**config.mk**
```make
export PLATFORM = sky130hd
export DESIGN_NAME = fifobuf_reader
export DESIGN_NICKNAME = d
export VERILOG_FILES = /design/src/rtl/fifobuf_reader.sv
export SDC_FILE = /design/constraint.sdc
export NUM_CORES = 1
export LEC_CHECK = 0
export ABC_CLOCK_PERIOD_IN_PS = 1900
export BUFFER_PORTS_ARGS = -buffer_cell sky130_fd_sc_hd__clkbuf_2
export CORE_MARGIN = 2
export CORE_UTILIZATION = 25
export CTS_CLUSTER_DIAMETER = 100
export DETAILED_ROUTE_END_ITERATION = 12
export GPL_TIMING_DRIVEN = 0
export PLACE_DENSITY_LB_ADDON = 0.2
export SLEW_MARGIN = 25
export SYNTH_ARGS = -nofsm -noshare
export SYNTH_HDL_FRONTEND = slang
export SYNTH_SLANG_ARGS = --single-unit
```
**constraint.sdc**
```tcl
create_clock -name clk -period 1.9 [get_ports clk]
set_input_delay 0.095 -clock clk [delete_from_list [all_inputs] [get_ports clk]]
set_output_delay 0.095 -clock clk [all_outputs]
set_load 0.02 [all_outputs]
```
**src/rtl/fifobuf_reader.sv**
```systemverilog
// fifobuf_reader: drains the read port of a fifobuffer and re-presents the
// words as a valid/ready stream at one word per clock. The FIFO's one-cycle
// read latency is absorbed by a 3-entry circular skid buffer. A transfer
// counter and a sticky error flag are also kept.
//
// Optional feature macro: FIFOBUF_READER_ERRCNT_EN adds an 8-bit saturating
// count of FIFO error cycles on port err_cnt.
//
// Ports:
//   clk          clock, all state changes on the rising edge
//   reset        asynchronous active-low reset
//   enable       1 = drain the FIFO, 0 = stop reading and flush in-flight data
//   fifo_oready  FIFO non-empty
//   fifo_odata   FIFO read data, valid the cycle after fifo_rden
//   fifo_err     FIFO error indication
//   fifo_rden    FIFO pop strobe (combinational, independent of m_ready)
//   m_data       stream data (skid buffer head)
//   m_valid      stream valid
//   m_ready      consumer accept
//   xfer_cnt     words accepted downstream, wraps modulo 2^CNT_W
//   err_sticky   latched FIFO error, set wins over err_clr
//   err_clr      clears err_sticky (and err_cnt when present)
//   err_cnt      [FIFOBUF_READER_ERRCNT_EN only] saturating error-cycle count
//   idle         high while the controller is in IDLE
module fifobuf_reader #(
    parameter int unsigned DATA_W = 8,
    parameter int unsigned CNT_W  = 16
) (
    input  logic              clk,
    input  logic              reset,
    input  logic              enable,
    input  logic              fifo_oready,
    input  logic [DATA_W-1:0] fifo_odata,
    input  logic              fifo_err,
    output logic              fifo_rden,
    output logic [DATA_W-1:0] m_data,
    output logic              m_valid,
    input  logic              m_ready,
    output logic [CNT_W-1:0]  xfer_cnt,
    output logic              err_sticky,
    input  logic              err_clr,
`ifdef FIFOBUF_READER_ERRCNT_EN
    output logic [7:0]        err_cnt,
`endif
    output logic              idle
);

    localparam int unsigned DEPTH = 3;
    localparam int unsigned PTR_W = 2;
    localparam int unsigned OCC_W = 2;
    localparam int unsigned LVL_W = 3;

    typedef enum logic [1:0] {
        ST_IDLE  = 2'd0,
        ST_RUN   = 2'd1,
        ST_DRAIN = 2'd2
    } state_t;

    state_t            state;
    logic [OCC_W-1:0]  occ;
    logic              inflight;
    logic [PTR_W-1:0]  head;
    logic [PTR_W-1:0]  tail;
    logic [DATA_W-1:0] buf_mem [DEPTH];
    logic [LVL_W-1:0]  level;
    logic              push;
    logic              pop;

    // Wrap a buffer pointer 2 -> 0.
    function automatic logic [PTR_W-1:0] next_ptr(input logic [PTR_W-1:0] p);
        return (p == PTR_W'(DEPTH - 1)) ? '0 : p + PTR_W'(1);
    endfunction

    // Words committed to the buffer: already stored plus the one arriving.
    assign level     = LVL_W'(occ) + LVL_W'(inflight);
    assign fifo_rden = (state == ST_RUN) && fifo_oready && (level < LVL_W'(DEPTH));
    assign m_valid   = (occ != '0);
    assign m_data    = buf_mem[head];
    assign idle      = (state == ST_IDLE);
    assign push      = inflight;
    assign pop       = m_valid && m_ready;

    // Controller state.
    always_ff @(posedge clk or negedge reset) begin
        if (!reset) begin
            state <= ST_IDLE;
        end else begin
            case (state)
                ST_IDLE: begin
                    if (enable) state <= ST_RUN;
                end
                ST_RUN: begin
                    if (!enable) state <= ST_DRAIN;
                end
                ST_DRAIN: begin
                    if (enable) begin
                        state <= ST_RUN;
                    end else if (!inflight && (occ == '0)) begin
                        state <= ST_IDLE;
                    end
                end
                default: state <= ST_IDLE;
            endcase
        end
    end

    // Skid buffer: capture the word read last cycle, release the head on accept.
    always_ff @(posedge clk or negedge reset) begin
        if (!reset) begin
            inflight <= 1'b0;
            occ      <= '0;
            head     <= '0;
            tail     <= '0;
            for (int i = 0; i < int'(DEPTH); i++) begin
                buf_mem[i] <= '0;
            end
        end else begin
            inflight <= fifo_rden;
            if (push) begin
                buf_mem[tail] <= fifo_odata;
                tail          <= next_ptr(tail);
            end
            if (pop) begin
                head <= next_ptr(head);
            end
            case ({push, pop})
                2'b10:   occ <= occ + OCC_W'(1);
                2'b01:   occ <= occ - OCC_W'(1);
                default: occ <= occ;
            endcase
        end
    end

    // Transfer counter and sticky error flag.
    always_ff @(posedge clk or negedge reset) begin
        if (!reset) begin
            xfer_cnt   <= '0;
            err_sticky <= 1'b0;
        end else begin
            if (pop) begin
                xfer_cnt <= xfer_cnt + CNT_W'(1);
            end
            if (fifo_err) begin
                err_sticky <= 1'b1;
            end else if (err_clr) begin
                err_sticky <= 1'b0;
            end
        end
    end

`ifdef FIFOBUF_READER_ERRCNT_EN
    // Saturating error-cycle count; a new error outranks a clear.
    always_ff @(posedge clk or negedge reset) begin
        if (!reset) begin
            err_cnt <= '0;
        end else if (fifo_err) begin
            if (err_cnt != 8'hFF) err_cnt <= err_cnt + 8'd1;
        end else if (err_clr) begin
            err_cnt <= '0;
        end
    end
`endif

endmodule

```
==> flow_metrics.py <==
metrics = {
    "run_status": {
        "outcome": "complete, no violations",
    },
    "power_and_ir_drop": {
        "p_per_area_nw_per_um2": 1520,
        "cellLeakagePower_nw": 1.36,
        "swShare": 0.379,
        "internal_power_mw": 2.67,
        "p_comb_frac": 0.412,
        "seqPwrFrac": 0.415,
        "ir_drop_mv": 0.403,
        "switching_power_mw": 1.63,
        "clkPwrFrac": 0.172,
    },
    "clock_tree": {
        "cts.sinks": 50,
        "insertion_delay_ns": 0.30,
        "root_buffer": "clkbuf_8",
        "htree_levels": 2,
        "cts_tree": "built",
        "path_clk_slew_ns": 0.09,
        "cts_buffers": 5,
        "clockBufferDepth": 2,
    },
    "logic_synthesis": {
        "synthXorXnorAreaFrac": 0.0692,
        "ys_types": 35,
        "synth_nets": 199,
        "ys_async_sr_fraction": 1.00,
        "yosysWarnings": 0,
        "synthSimpleGateAreaFrac": 0.125,
        "yosys_most_used_dff": "dfrtp_1",
        "synth_fa_ha_area_frac": 0.0220,
        "synth_edf_count": 0,
        "synth_mux_area_frac": 0.167,
        "synth_compound_area_frac": 0.0450,
        "synth_top_cell_by_area": "dfrtp_1",
        "synth_top_family_by_area": "multiplexers",
        "avgSynthCellArea_um2": 12.7,
        "syn_inst": 180,
        "synth.area.top_cells": "dfrtp_1 55%, mux2_4 5.3%, mux2_1 4.0%, mux2_2 4.0%, mux2i_1 3.5%",
        "synth.top_cell.area_share": 0.549,
        "synth-seq-area-share": 0.549,
        "ys_ff_latch": 50,
        "synth_area_um2": 2280,
    },
    "layout": {
        "multi_input_area_um2": 1010,
        "area.sequential_um2": 1250,
        "fillCellCount": 919,
        "num_antenna_cells": 0,
        "syn_to_final_growth_pct": 24.3,
        "nets": 254,
        "layoutNonFillerInstCount": 344,
        "design_area_um2": 2830,
        "drive_gt1_frac": 0.352,
    },
    "setup_path": {
        "endpoint_kind": "output port",
        "crit_chain": "ha_1 -> ha_4 -> a2111oi_4 -> buf_4",
        "path_buf_inv": 1,
        "worstSetupPathType": "reg2out",
        "arrival_ns": 1.71,
        "slowest_delay_ns": 0.45,
        "required_ns": 1.80,
        "critical_path.top_delay_family": "adder cells",
        "crit_path_max_fanout": 3,
        "slowest_stage": "dfrtp_2",
        "startpoint_type": "flop",
    },
    "die": {
        "die_area_um2": 9890,
        "die_h_um": 99.5,
        "rows": 34,
        "start_util": 0.260,
        "ioPinCount": 43,
        "core_um2": 8760,
        "die_x_um": 99.5,
    },
    "routing": {
        "dr.pass1.iters": 4,
        "num_vias": 1480,
        "antenna_left": 0,
        "drt_iter0_drc": 67,
        "wl_um": 4620,
        "wl_per_cell_um": 13.4,
        "viasPerCell": 4.30,
        "drc": 0,
    },
    "timing": {
        "min_period_ns": 1.81,
        "fmax_mhz": 554,
        "clock_skew_ns": 0.00931,
        "timing.hold.ws_ns": 0.0274,
        "worst_slack_ns": 0.0946,
        "tns_ns": 0,
        "setup_violations": 0,
        "rsz0062_at_grt": "false",
        "period_share": 0.950,
        "slew_viol_final": 0,
        "max_slew_margin": 0.527,
        "hold_violations": 0,
        "tightest_slew_ns": 0.709,
    },
    "global_routing": {
        "grt_pass1_wl_um": 7800,
        "grt_overflow_total": 0,
        "grt_max_degree": 51,
        "antenna_found_initial": 0,
        "grt_pass1_vias": 1595,
        "track_usage": 0.102,
    },
    "place": {
        "port_buffers": 42,
        "gp_congestion": 0.690,
        "post-place-cells": 330,
        "dp_hpwl_um": 3100,
        "dp_slack_ns": -0.0152,
        "place_area_um2": 2630,
    },
    "worst_hold_path": {
        "hold_path.class": "in2reg",
    },
    "run": {
        "maxCapViolCount": 0,
    },
}
-- cell usage after synthesis, drive strengths merged, types with 3 or more instances --
| cell type | instances |
|---|---|
| mux2i | 8 |
| dfrtp | 50 |
| nand3 | 10 |
| nand2 | 17 |
| a21o | 3 |
| nor3 | 4 |
| o21ai | 11 |
| nor2 | 4 |
| inv | 6 |
| xnor2 | 9 |
| xor2 | 9 |
| ha | 4 |
| mux2 | 24 |
| buf | 4 |
| and3 | 3 |
-- flip-flops by register name, summed over array words and instances (netlist names) --
signal      cells
inflight        1
xfer_cnt       16
occ             2
tail            2
head            2
state           2
buf_mem        24
err_sticky      1
-- kinds of logic after synthesis --
family | count (synthesis)
adders and majority gates | 4
AOI/OAI and AO/OA | 17
muxes | 32
buffers and inverters | 11
and+or+nand+nor | 48
xor gates and xnor gates | 18
DFF | 50
-- stage by stage --
step | power, mW | utilization
after floorplan | 2.97 | -
after global placement | 3.49 | 0.300
after detailed placement | 3.52 | 0.300
after CTS | 4.33 | 0.320
after global routing | 4.63 | 0.323
final | 4.30 | 0.323
-- layout make-up --
class	instances	share of cell area
timing repair buffer	48	0.0946
inverter	6	0.00795
sequential	50	0.442
tap	108	0.0477
buffer	5	0.0115
multi-input combinational	119	0.358
clock inverter	1	0.0106
clock buffer	7	0.0270
-- worst reg2reg max path, delay by kind of cell (launching register included) --
kind	cells	cell delay (ns)
xor gates and xnor gates	1	0.15
AOI/OAI and AO/OA	1	0.28
DFF	1	0.48
and+or+nand+nor	1	0.13
buffers and inverters	2	0.34
adders and majority gates	1	0.31
-- final timing paths --
| kind | start | endpoint | slack [ns] | cells after the start |
|---|---|---|---|---|
| min in group asynchronous | reset | err_sticky | 0.40 | 2 |
| max reg2reg | occ[1] | occ[1] | 0.13 | 6 |
| max in group asynchronous | reset | occ[0] | 0.99 | 2 |
| max | occ[0] | fifo_rden | 0.09 | 4 |
| min reg2reg | xfer_cnt[15] | xfer_cnt[15] | 0.47 | 1 |
| min | err_clr | err_sticky | 0.03 | 3 |
-- power groups by stage --
stage	sequential (mW)	combinational [mW]	clock, mW
3_3_place_gp	1.79	1.69	0
5_1_grt	1.85	1.97	0.811
6_report	1.78	1.77	0.741
4_1_cts	1.78	1.78	0.774
2_1_floorplan	1.82	1.15	0
3_5_place_dp	1.80	1.72	0
-- cell usage in the layout, fill, tap and decap left out, types with 4 or more instances in the layout --
cell type,count
nand2_1,17
nor2_1,4
o21ai_0,10
xor2_1,9
xnor2_1,9
mux2_2,8
nand3_1,9
mux2_1,8
buf_4,5
mux2i_1,8
clkbuf_2,41
mux2_4,8
dfrtp_1,49
clkbuf_8,5
inv_1,5
-- metal layers --
metal  vias up  track usage  wire (µm)  part of all wire
met1       728        0.131       2210              0.48
met2        22        0.165       2150              0.47
met4         0       0.0348         73             0.016
li1        725            -          -                 -
met3         5       0.0281        184             0.040
met5         -            0          0                 0
-- timing repair --
action	CTS	global route
hold endpoints to repair	52	0
setup buffers	2	1
resized for setup	3	6
pin swaps	0	1
hold buffers	3	0
endpoints found under the setup margin	2	4
Note: power is estimated with default switching activity, not from simulation.
